File: src/rtl/div_ctrl_if.sv
// div_ctrl_if -- bundle of all signals between div_ctrl, the decode stage and
// the iterative divider.
//   Decode side : req_valid/req_ready/req_a/req_b (DIV issue), hilo_rd (MFHI/MFLO),
//                 flush, stall
//   Divider side: div_start/div_dividend/div_divisor out, div_busy/div_q/div_r in
//   HI/LO side  : hi_wdata/lo_wdata/hilo_we, sticky dz_flag/tmo_flag
// The environment (pipeline + divider) uses 'master'; div_ctrl uses 'slave'.
interface div_ctrl_if;
    logic        req_valid;
    logic        req_ready;
    logic [31:0] req_a;
    logic [31:0] req_b;
    logic        hilo_rd;
    logic        flush;
    logic        stall;
    logic        div_start;
    logic [31:0] div_dividend;
    logic [31:0] div_divisor;
    logic        div_busy;
    logic [31:0] div_q;
    logic [31:0] div_r;
    logic [31:0] hi_wdata;
    logic [31:0] lo_wdata;
    logic        hilo_we;
    logic        dz_flag;
    logic        tmo_flag;

    modport master (
        output req_valid, req_a, req_b, hilo_rd, flush, div_busy, div_q, div_r,
        input  req_ready, stall, div_start, div_dividend, div_divisor,
               hi_wdata, lo_wdata, hilo_we, dz_flag, tmo_flag
    );

    modport slave (
        input  req_valid, req_a, req_b, hilo_rd, flush, div_busy, div_q, div_r,
        output req_ready, stall, div_start, div_dividend, div_divisor,
               hi_wdata, lo_wdata, hilo_we, dz_flag, tmo_flag
    );
endinterface

File: src/rtl/div_ctrl.sv
// div_ctrl -- sequencer between the decode stage and a multi-cycle signed
// divider. Accepts one DIV at a time, launches the divider, waits for it,
// and writes remainder/quotient to HI/LO with a one-cycle strobe. A zero
// divisor bypasses the divider (HI=dividend, LO=all ones, dz_flag). A
// watchdog aborts any wait state that lasts WATCHDOG cycles (tmo_flag).
// Ports:
//   clock  : rising-edge clock
//   reset  : asynchronous, active-high reset
//   bus    : div_ctrl_if.slave (request, pipeline control, divider, HI/LO)
// Parameter:
//   WATCHDOG : maximum cycles in WAITB/RUN/DRAIN before a timeout abort
module div_ctrl #(
    parameter int unsigned WATCHDOG = 63
) (
    input  logic      clock,
    input  logic      reset,
    div_ctrl_if.slave bus
);
    localparam int unsigned CNT_W = (WATCHDOG < 32'd2) ? 32'd1 : $clog2(WATCHDOG);
    localparam logic [CNT_W-1:0] CNT_LAST = CNT_W'(WATCHDOG - 32'd1);

    typedef enum logic [2:0] {
        ST_IDLE   = 3'd0,
        ST_LAUNCH = 3'd1,
        ST_WAITB  = 3'd2,
        ST_RUN    = 3'd3,
        ST_DONE   = 3'd4,
        ST_DRAIN  = 3'd5
    } state_t;

    state_t           state_r;
    state_t           state_nxt_s;
    logic [CNT_W-1:0] cnt_r;
    logic [31:0]      opa_r;
    logic [31:0]      opb_r;
    logic [31:0]      hi_r;
    logic [31:0]      lo_r;
    logic             req_ready_r;
    logic             div_start_r;
    logic             hilo_we_r;
    logic             busy_stall_r;
    logic             dz_flag_r;
    logic             tmo_flag_r;
    logic             accept_s;
    logic             zero_div_s;
    logic             wd_hit_s;
    logic             tmo_s;
    logic             capture_s;

    assign accept_s   = bus.req_valid && req_ready_r;
    assign zero_div_s = (bus.req_b == 32'd0);
    // cnt_r holds the cycles already spent in the current state, so this
    // cycle is the WATCHDOG-th one when it equals WATCHDOG-1.
    assign wd_hit_s   = (cnt_r == CNT_LAST);

    // Next-state decision plus the timeout and result-capture events.
    always_comb begin
        state_nxt_s = state_r;
        tmo_s       = 1'b0;
        capture_s   = 1'b0;
        case (state_r)
            ST_IDLE: begin
                if (accept_s) begin
                    if (zero_div_s) begin
                        state_nxt_s = ST_DONE;
                    end else begin
                        state_nxt_s = ST_LAUNCH;
                    end
                end else begin
                    state_nxt_s = ST_IDLE;
                end
            end
            ST_LAUNCH: begin
                if (bus.flush) begin
                    state_nxt_s = ST_DRAIN;
                end else begin
                    state_nxt_s = ST_WAITB;
                end
            end
            ST_WAITB: begin
                if (bus.flush) begin
                    state_nxt_s = ST_DRAIN;
                end else if (bus.div_busy) begin
                    state_nxt_s = ST_RUN;
                end else if (wd_hit_s) begin
                    state_nxt_s = ST_IDLE;
                    tmo_s       = 1'b1;
                end else begin
                    state_nxt_s = ST_WAITB;
                end
            end
            ST_RUN: begin
                // Completion wins over a timeout landing in the same cycle.
                if (bus.flush) begin
                    state_nxt_s = ST_DRAIN;
                end else if (!bus.div_busy) begin
                    state_nxt_s = ST_DONE;
                    capture_s   = 1'b1;
                end else if (wd_hit_s) begin
                    state_nxt_s = ST_IDLE;
                    tmo_s       = 1'b1;
                end else begin
                    state_nxt_s = ST_RUN;
                end
            end
            ST_DONE: begin
                state_nxt_s = ST_IDLE;
            end
            ST_DRAIN: begin
                if (!bus.div_busy) begin
                    state_nxt_s = ST_IDLE;
                end else if (wd_hit_s) begin
                    state_nxt_s = ST_IDLE;
                    tmo_s       = 1'b1;
                end else begin
                    state_nxt_s = ST_DRAIN;
                end
            end
            default: begin
                state_nxt_s = ST_IDLE;
            end
        endcase
    end

    // State register, watchdog counter, operand/HI/LO registers and the
    // registered outputs, all decoded from the state being entered.
    always_ff @(posedge clock or posedge reset) begin
        if (reset) begin
            state_r      <= ST_IDLE;
            cnt_r        <= {CNT_W{1'b0}};
            opa_r        <= 32'd0;
            opb_r        <= 32'd0;
            hi_r         <= 32'd0;
            lo_r         <= 32'd0;
            req_ready_r  <= 1'b1;
            div_start_r  <= 1'b0;
            hilo_we_r    <= 1'b0;
            busy_stall_r <= 1'b0;
            dz_flag_r    <= 1'b0;
            tmo_flag_r   <= 1'b0;
        end else begin
            state_r      <= state_nxt_s;
            req_ready_r  <= (state_nxt_s == ST_IDLE);
            div_start_r  <= (state_nxt_s == ST_LAUNCH);
            hilo_we_r    <= (state_nxt_s == ST_DONE);
            busy_stall_r <= (state_nxt_s != ST_IDLE) && (state_nxt_s != ST_DONE);

            if (state_nxt_s != state_r) begin
                cnt_r <= {CNT_W{1'b0}};
            end else if ((state_r == ST_WAITB) || (state_r == ST_RUN) || (state_r == ST_DRAIN)) begin
                cnt_r <= cnt_r + CNT_W'(1);
            end else begin
                cnt_r <= cnt_r;
            end

            if (accept_s) begin
                opa_r <= bus.req_a;
                opb_r <= bus.req_b;
            end else begin
                opa_r <= opa_r;
                opb_r <= opb_r;
            end

            if (accept_s && zero_div_s) begin
                hi_r      <= bus.req_a;
                lo_r      <= 32'hFFFF_FFFF;
                dz_flag_r <= 1'b1;
            end else if (capture_s) begin
                hi_r <= bus.div_r;
                lo_r <= bus.div_q;
            end else begin
                hi_r <= hi_r;
                lo_r <= lo_r;
            end

            if (tmo_s) begin
                tmo_flag_r <= 1'b1;
            end else begin
                tmo_flag_r <= tmo_flag_r;
            end
        end
    end

    assign bus.req_ready    = req_ready_r;
    assign bus.div_start    = div_start_r;
    assign bus.div_dividend = opa_r;
    assign bus.div_divisor  = opb_r;
    assign bus.hi_wdata     = hi_r;
    assign bus.lo_wdata     = lo_r;
    assign bus.dz_flag      = dz_flag_r;
    assign bus.tmo_flag     = tmo_flag_r;
    // A flush arriving while the write is being presented must kill it in
    // the same cycle, so the registered strobe is gated by the live flush.
    assign bus.hilo_we      = hilo_we_r && !bus.flush;
    // Busy states stall unconditionally. An HI/LO read stalls in any
    // non-idle state, and also in the cycle a DIV is accepted, since that
    // read would otherwise race the result being produced.
    assign bus.stall        = busy_stall_r ||
                              (bus.hilo_rd && (!req_ready_r || bus.req_valid));
endmodule

File: src/flat_wrapper.sv
// flat-port wrapper written by rule: the top's interface ports become plain ports
module div_ctrl_flat 
#(
    parameter int unsigned WATCHDOG = 63
)
  (clock, reset, bus_req_valid, bus_req_a, bus_req_b, bus_hilo_rd, bus_flush, bus_div_busy, bus_div_q, bus_div_r, bus_req_ready, bus_stall, bus_div_start, bus_div_dividend, bus_div_divisor, bus_hi_wdata, bus_lo_wdata, bus_hilo_we, bus_dz_flag, bus_tmo_flag);
  div_ctrl_if bus_i ();
  input  logic clock;
  input  logic reset;
  input wire logic [$bits(bus_i.req_valid)-1:0] bus_req_valid;
  input wire logic [$bits(bus_i.req_a)-1:0] bus_req_a;
  input wire logic [$bits(bus_i.req_b)-1:0] bus_req_b;
  input wire logic [$bits(bus_i.hilo_rd)-1:0] bus_hilo_rd;
  input wire logic [$bits(bus_i.flush)-1:0] bus_flush;
  input wire logic [$bits(bus_i.div_busy)-1:0] bus_div_busy;
  input wire logic [$bits(bus_i.div_q)-1:0] bus_div_q;
  input wire logic [$bits(bus_i.div_r)-1:0] bus_div_r;
  output wire logic [$bits(bus_i.req_ready)-1:0] bus_req_ready;
  output wire logic [$bits(bus_i.stall)-1:0] bus_stall;
  output wire logic [$bits(bus_i.div_start)-1:0] bus_div_start;
  output wire logic [$bits(bus_i.div_dividend)-1:0] bus_div_dividend;
  output wire logic [$bits(bus_i.div_divisor)-1:0] bus_div_divisor;
  output wire logic [$bits(bus_i.hi_wdata)-1:0] bus_hi_wdata;
  output wire logic [$bits(bus_i.lo_wdata)-1:0] bus_lo_wdata;
  output wire logic [$bits(bus_i.hilo_we)-1:0] bus_hilo_we;
  output wire logic [$bits(bus_i.dz_flag)-1:0] bus_dz_flag;
  output wire logic [$bits(bus_i.tmo_flag)-1:0] bus_tmo_flag;
  assign bus_i.req_valid = bus_req_valid;
  assign bus_i.req_a = bus_req_a;
  assign bus_i.req_b = bus_req_b;
  assign bus_i.hilo_rd = bus_hilo_rd;
  assign bus_i.flush = bus_flush;
  assign bus_i.div_busy = bus_div_busy;
  assign bus_i.div_q = bus_div_q;
  assign bus_i.div_r = bus_div_r;
  assign bus_req_ready = bus_i.req_ready;
  assign bus_stall = bus_i.stall;
  assign bus_div_start = bus_i.div_start;
  assign bus_div_dividend = bus_i.div_dividend;
  assign bus_div_divisor = bus_i.div_divisor;
  assign bus_hi_wdata = bus_i.hi_wdata;
  assign bus_lo_wdata = bus_i.lo_wdata;
  assign bus_hilo_we = bus_i.hilo_we;
  assign bus_dz_flag = bus_i.dz_flag;
  assign bus_tmo_flag = bus_i.tmo_flag;
  div_ctrl #(.WATCHDOG(WATCHDOG)) u_core (.clock(clock), .reset(reset), .bus(bus_i));
endmodule
File: config.mk
export PLATFORM = sky130hd
export DESIGN_NAME = div_ctrl_flat
export DESIGN_NICKNAME = d
export VERILOG_FILES = /design/src/rtl/div_ctrl_if.sv /design/src/rtl/div_ctrl.sv /design/src/flat_wrapper.sv
export SDC_FILE = /design/constraint.sdc
export NUM_CORES = 1
export LEC_CHECK = 0
export ABC_AREA = 1
export CORE_MARGIN = 2
export CORE_UTILIZATION = 43
export CTS_CLUSTER_SIZE = 25
export DETAILED_ROUTE_END_ITERATION = 10
export DONT_BUFFER_PORTS = 1
export PLACE_DENSITY = 0.7
export REMOVE_ABC_BUFFERS = 1
export SYNTH_ARGS = -nofsm -noshare
export SYNTH_HDL_FRONTEND = slang
export SYNTH_SLANG_ARGS = --single-unit
File: constraint.sdc
create_clock -name clock -period 5.7 [get_ports clock]
set_clock_uncertainty 0.2 [all_clocks]
set_input_delay 1.71 -clock clock [delete_from_list [all_inputs] [get_ports clock]]
set_output_delay 1.71 -clock clock [all_outputs]
set_load 0.03 [all_outputs]
==> results of run 1 <==
==> layout make-up <==
class                           instances  share of cell area (%)
Clock buffer                           18                   6.309
Clock inverter                         14                   1.600
Inverter                               40                   2.299
Multi-Input combinational cell        524                   33.09
Sequential cell                       143                   52.62
Tap cell                              180                   3.311
Timing Repair Buffer                    7                  0.7725
==> flip-flops by register name, summed over array words and instances (netlist names) <==
register,flops
u_core.bus.div_dividend,32
u_core.bus.div_divisor,32
u_core.bus.hi_wdata,32
u_core.bus.lo_wdata,32
u_core.cnt_r,6
u_core.state_r,3
u_core.bus.div_start,1
u_core.bus.dz_flag,1
u_core.bus.req_ready,1
u_core.bus.tmo_flag,1
u_core.busy_stall_r,1
u_core.hilo_we_r,1
==> where the power goes <==
group	total [W]	internal, W	switching, W	leakage, nW
Combinational	0.000760	0.000296	0.000464	1.49
Sequential	0.00259	0.00143	0.00116	1.82
Clock	0.00101	0.000562	0.000452	0.250
==> routing by layer <==
metal  share of wire, %  track usage (%)
met1                 38            24.20
met2                 49            36.09
met3                 11            9.087
met4                1.5            7.315
met5                  0                0
==> layout by cell type, fill, tap and decap left out, types with 4 or more instances in the layout <==
| cell | count |
|---|---|
| dfrtp_1 | 142 |
| inv_2 | 8 |
| nor2_1 | 96 |
| o21ai_1 | 58 |
| inv_1 | 30 |
| nand2_1 | 275 |
| nand3_1 | 46 |
| clkinvlp_4 | 5 |
| buf_4 | 7 |
| nand2_2 | 7 |
| nand4_1 | 4 |
| inv_6 | 6 |
| a21oi_1 | 13 |
| clkbuf_16 | 17 |
==> worst paths after layout <==
kind / startpoint / end / slack [ns] / depth (start not counted)
max in group asynchronous: reset / u_core.bus.req_ready / 3.29 / 2
worst min register to register: u_core.cnt_r[5] / u_core.cnt_r[5] / 0.36 / 3
min in group asynchronous: reset / u_core.bus.lo_wdata[6] / 1.05 / 1
worst max-delay path: bus_flush / bus_hilo_we / 1.66 / 1
worst min-delay path: u_core.cnt_r[5] / u_core.cnt_r[5] / 0.36 / 3
worst max register to register: u_core.bus.req_ready / u_core.cnt_r[4] / 3.23 / 8
==> per-stage QoR <==
stage / cell area [sq um] / instances
global placement: 6265 / 894
CTS: 6803 / 926
floorplan: 5972 / 707
detailed placement: 6265 / 894
finish: 6803 / 926
global route: 6803 / 926
==> cells by family (layout without fill, tap and decap cells) <==
kind of cell | Yosys count | after routing | share of synthesized area, %
and+or+nand+nor | 439 | 439 | 28.83
AOI/OAI and AO/OA | 78 | 78 | 6.591
buffers and inverters | 79 | 79 | 5.081
adders and majority gates | 2 | 2 | 0.4080
DFF | 143 | 143 | 58.38
xor gates and xnor gates | 5 | 5 | 0.7143
==> impl_results.md, run 1 <==
- H-tree depth: 4
- Status: finished clean
- Sequential Area: between 3000 and 4000 sq um
- GP Congestion: ~0.86
- Synth Cell Area: 6132 sq um
- Max Clk Rate: between 200 and 250 MHz
- CTS Buf Count: 17
- Nets: ~870
- # resized after CTS: 0
- Critical path class: in2out
- Max incr delay on CP: ~0.42 ns
- Register area share after synthesis: about three fifths
- Via density: about 5.2
- Slew margin rel.: between 50 and 60%
- Top-count cell post-synth: nand2_1
- Worst-skew pair later-pin latency: approximately 0.4 ns
- Worst Setup End Kind: primary output
- Final Util: a little under 50%
- Largest area contributor in the netlist: dfrtp_1
- Setup WS post-layout: about 1.7 ns
- Number of fill cells: roughly 1400
- Total wire length after detailed routing: approximately 16000 microns
- CTS clk-pin slew, worst paths: ~0.060 ns
- Setup Buffers After CTS: 0
- Cells along the critical path: nor2_1
- Drc violations: 0
- # setup viols final: 0
- Post-Route Hold Slack: about 0.36 ns
- HPWL after detailed placement: 11030 microns
- Buffers and inverters on the worst path: 0
- Synth top area cells: dfrtp_1 58%, nand2_1 17%, nor2_1 5.9%
- CP max-delay cell: nor2_1
- Share of cells above drive strength 1: under 10%
- CTS tree: done
- Final Cycle Share: 70.86%
- Pwr/cell area: ~640 nW/um^2
- Vias in the first global route: about 4700
- Clock Sinks: between 100 and 150
- Largest net degree at the start of global routing: 73
- Via count: about 4800
- Crit-path max FO: 6
- P&R area growth vs syn: 10.94%
- Die footprint: roughly 15000 sq um
- Port-buffer cells: 0
- Die width: 123.4 microns
- Post-CTS Hold Fix Bufs: 0
- Starting Density: 44.18%
- Max Slew Vio Count: 0
- Top cell types by occurrence after synthesis: 277 x nand2_1, 142 x dfrtp_1, 96 x nor2_1
- Post-Synthesis Cells: around 750
- Share of the synthesized area in the top cell type: between 50% and 60%
- Yosys cell types: 31
- Routed length per placed instance: roughly 17 microns
- Root buffer cell: clkbuf_16
- DRT antenna net count: 0
- DRT iter0 DRCs: between 150 and 200
- Initial antenna violation count: 0
- Total grt overflow: 0
- Core area: 13880 sq um
- Final hold vios: 0
- Syn_area_per_cell: slightly above 8 sq um
- Min-Delay Path Class: reg2reg
- Clk buf depth: 2
- All-Layer GR Usage: around a fifth
- RSZ-0062 raised after global routing: no
- VDD IR max: approximately 0.26 mV
- Pwr Total: roughly 0.0044 W
- Critical path arrival: 2.13 ns
- Place WS: between 1.5 and 2 ns
- Crit-path leading delay family: simple AND/OR/NAND/NOR gates
- Max Cap Viol: 0
- Post-synth ARST share: 100.0%
- Req. time, crit path: 3.79 ns
- Most frequently used flop master after synthesis: dfrtp_1
- Crit path time final: about 4.0 ns
- First-pass GRT wire length: approximately 24000 microns
- Critical Path Source Type: input port
- #FFs+latches synth: 143
- Pre-antenna DRT Iters: 5
- Ant. Diodes: 0
- Die H: between 100 and 150 microns
- Slew @ Worst Pin: between 0.7 and 0.8 ns
- Post-synth EDFFs: 0
- Row cnt: 43
- Ports: 268
- Lkg Pwr: between 3 and 4 nW
- Area of the multi-input gates: ~2300 sq um
- Sum of negative setup slack: 0 ns
- Syn. warnings: 0
No activity file was read; power rests on OpenSTA's default activity.
==> run 2, diff against run 1 <==
--- a/config.mk
+++ b/config.mk
@@ -11,7 +11,7 @@
 export CTS_CLUSTER_SIZE = 25
 export DETAILED_ROUTE_END_ITERATION = 10
 export DONT_BUFFER_PORTS = 1
-export PLACE_DENSITY = 0.7
+export PLACE_DENSITY = 0.68
 export REMOVE_ABC_BUFFERS = 1
 export SYNTH_ARGS = -nofsm -noshare
 export SYNTH_HDL_FRONTEND = slang
==> constraint.sdc (replaced) <==
create_clock -name clock -period 4 [get_ports clock]
set_clock_uncertainty 0.2 [all_clocks]
set_input_delay 1.2 -clock clock [delete_from_list [all_inputs] [get_ports clock]]
set_output_delay 1.2 -clock clock [all_outputs]
set_load 0.03 [all_outputs]
==> impl_results.md, run 2 (same netlist as run 1, synthesis figures left out) <==
- Buffers and inverters on the worst path: 0 (unchanged)
- Drc violations: 0 (unchanged)
- Initial antenna violation count: 0 (unchanged)
- Net Sw Frac: 45.24% (-2.3 points)
- Die H: 123.4 microns (unchanged)
- Clock network power share: 25.6% (+2.4 points)
- P&R area growth vs syn: 12.53%
- Pwr/cell area: 933.0 nW/um^2 (+45%)
- CTS Buf Count: 17 (unchanged)
- Crit path time final: between 3 and 4 ns
- Hold depth: 3 (unchanged)
- Max Cap Viol: 0 (unchanged)
- HPWL after detailed placement: 10850 microns (-1.6%)
- Nets: 870 (+0.12%)
- Routed length per placed instance: 17.10 microns (-2.3%)
- Setup WS post-layout: 0.9735 ns (-0.6874 ns)
- Via density: 5.223 (+0.98%)
- Max Slew Vio Count: 0 (unchanged)
- Most common cell after layout, fill and taps aside: nand2_1
- Share of cells above drive strength 1: 8.701% (-0.28 points)
- Pre-antenna DRT Iters: 5 (unchanged)
- Final Util: 49.71% (+0.70 points)
- Cells along the critical path: nor2_1
- Place WS: 0.8512 ns (-0.8046 ns)
- # resized after CTS: 0 (unchanged)
- # setup viols final: 0 (unchanged)
- Net Sw Power: 0.002913 W (+40%)
- Worst Setup End Kind: primary output
- Clk buf depth: 2 (unchanged)
- Hold EP: u_core.cnt_r[5]
- Critical path startpoint: bus_flush
- Die width: 123.4 microns (unchanged)
- Max Clk Rate: between 300 and 400 MHz
- Critical path arrival: 1.63 ns (-0.50 ns)
- Clock Sinks: 143 (unchanged)
- Combinational power share: 17.0% (-0.4 points)
- Status: finished clean
- Crit-path max FO: 6 (unchanged)
- CTS tree: done
- Row cnt: 43 (unchanged)
- Die footprint: 15230 sq um (unchanged)
- Root buffer cell: clkbuf_16
- Max incr delay on CP: 0.43 ns (about the same)
- Critical path class: in2out
- Critical Path Source Type: input port
- Req. time, crit path: 2.60 ns (-1.19 ns)
- Ports: 268 (unchanged)
- All-Layer GR Usage: 20.84% (-0.51 points)
- Worst-skew pair later-pin latency: 0.41 ns (about the same)
- DRT antenna net count: 0 (unchanged)
- Starting Density: 44.18% (unchanged)
- Min-Delay Path Class: reg2reg
- Port-buffer cells: 0 (unchanged)
- CTS clk-pin slew, worst paths: 0.06 ns (about the same)
- Via count: 4842 (+1.1%)
- R2R Path Start: u_core.bus.req_ready
- H-tree depth: 4 (unchanged)
- Setup Buffers After CTS: 0 (unchanged)
- Hold Startpoint: u_core.cnt_r[5]
- Setup slack, reg-to-reg: 1.77 ns (-1.46 ns)
- Placed cell area: 6285 sq um (+0.32%)
- Vias in the first global route: 4881 (+2.9%)
- Core area: 13880 sq um (unchanged)
- Slew margin rel.: 51.05% (+0.32 points)
- Largest net degree at the start of global routing: 68 (-6.8%)
- Final instance area: 6900 sq um (+1.4%)
- P_int: 0.003525 W (+54%)
- DRT iter0 DRCs: 273 (+43%)
- Sequential power share: 57.4% (-2.0 points)
- Reg-to-Reg End: u_core.cnt_r[2]
- Total grt overflow: 0 (unchanged)
- Lkg Pwr: 3.630 nW (+1.7%)
- Slew @ Worst Pin: 0.7343 ns (-0.004780 ns)
- Post-CTS Hold Fix Bufs: 0 (unchanged)
- VDD IR max: 0.4061 mV (+58%)
- GP Congestion: 0.8668 (+0.56%)
- Ant. Diodes: 0 (unchanged)
- Final Cycle Share: 75.66%
- First-pass GRT wire length: 24120 microns (-1.0%)
- Highest-count cells in the layout ignoring fill and taps: 275 x nand2_1, 142 x dfrtp_1, 96 x nor2_1, 58 x o21ai_1, 46 x nand3_1
- Crit-path leading delay family: simple AND/OR/NAND/NOR gates
- Worst Reg-to-Reg Cells: 7 (-1)
- Total wire length after detailed routing: 15850 microns (-2.2%)
- CP max-delay cell: nor2_1
- Final hold vios: 0 (unchanged)
- RSZ-0062 raised after global routing: no
[run 2: worst max path at each step]
stage	end	slack (ns)	cells past startpoint
floorplan	u_core.bus.dz_flag	-1.27	5
global placement	u_core.bus.hi_wdata[28]	0.85	9
detailed placement	u_core.bus.hi_wdata[14]	0.85	9
CTS	bus_hilo_we	0.96	1
global route	bus_hilo_we	0.95	1
finish	bus_hilo_we	0.97	1
[run 2: area by class of cell]
| cell class | count | area (sq um) |
|---|---|---|
| Clock inverter | 10 | 161.4 |
| Inverter | 40 | 156.4 |
| Clock buffer | 22 | 454.2 |
| Multi-Input combinational cell | 524 | 2251 |
| Sequential cell | 143 | 3580 |
| Timing Repair Buffer | 8 | 72.57 |
| Fill cell | 1326 | 6980 |
| Tap cell | 180 | 225.2 |
[run 2: worst min-delay path: cells and delay by family, from the launching register on]
family        cells  cell delay, ns
simple gates      1            0.04
xor+xnor          1            0.07
flops             1            0.36
buf+inv           1            0.04
[run 2: metal layers]
layer	track usage, %	vias to the layer above	wire length [microns]
li1	-	2304	-
met2	35.54	256	7546
met5	0	-	0
met3	7.980	27	1841
met1	22.51	2255	6017
met4	10.51	0	444
[run 2: power by group through the flow]
stage          clock [W]  sequential [W]  combinational (W)
6_report         0.00165         0.00370            0.00109
4_1_cts          0.00169         0.00370            0.00111
5_1_grt          0.00176         0.00377            0.00128
3_3_place_gp           0         0.00371            0.00104
2_1_floorplan          0         0.00355           0.000888
3_5_place_dp           0         0.00371            0.00112
[run 2: metrics by stage]
stage	instances	total power, W	setup TNS, ns	hold slack (ns)
2_1_floorplan	707	0.004438	-240.23	0.3165
3_3_place_gp	895	0.004753	0	0.3355
3_5_place_dp	895	0.004827	0	0.3474
4_1_cts	927	0.006501	0	0.3627
5_1_grt	927	0.006808	0	0.3900
6_report	927	0.006438	0	0.3551
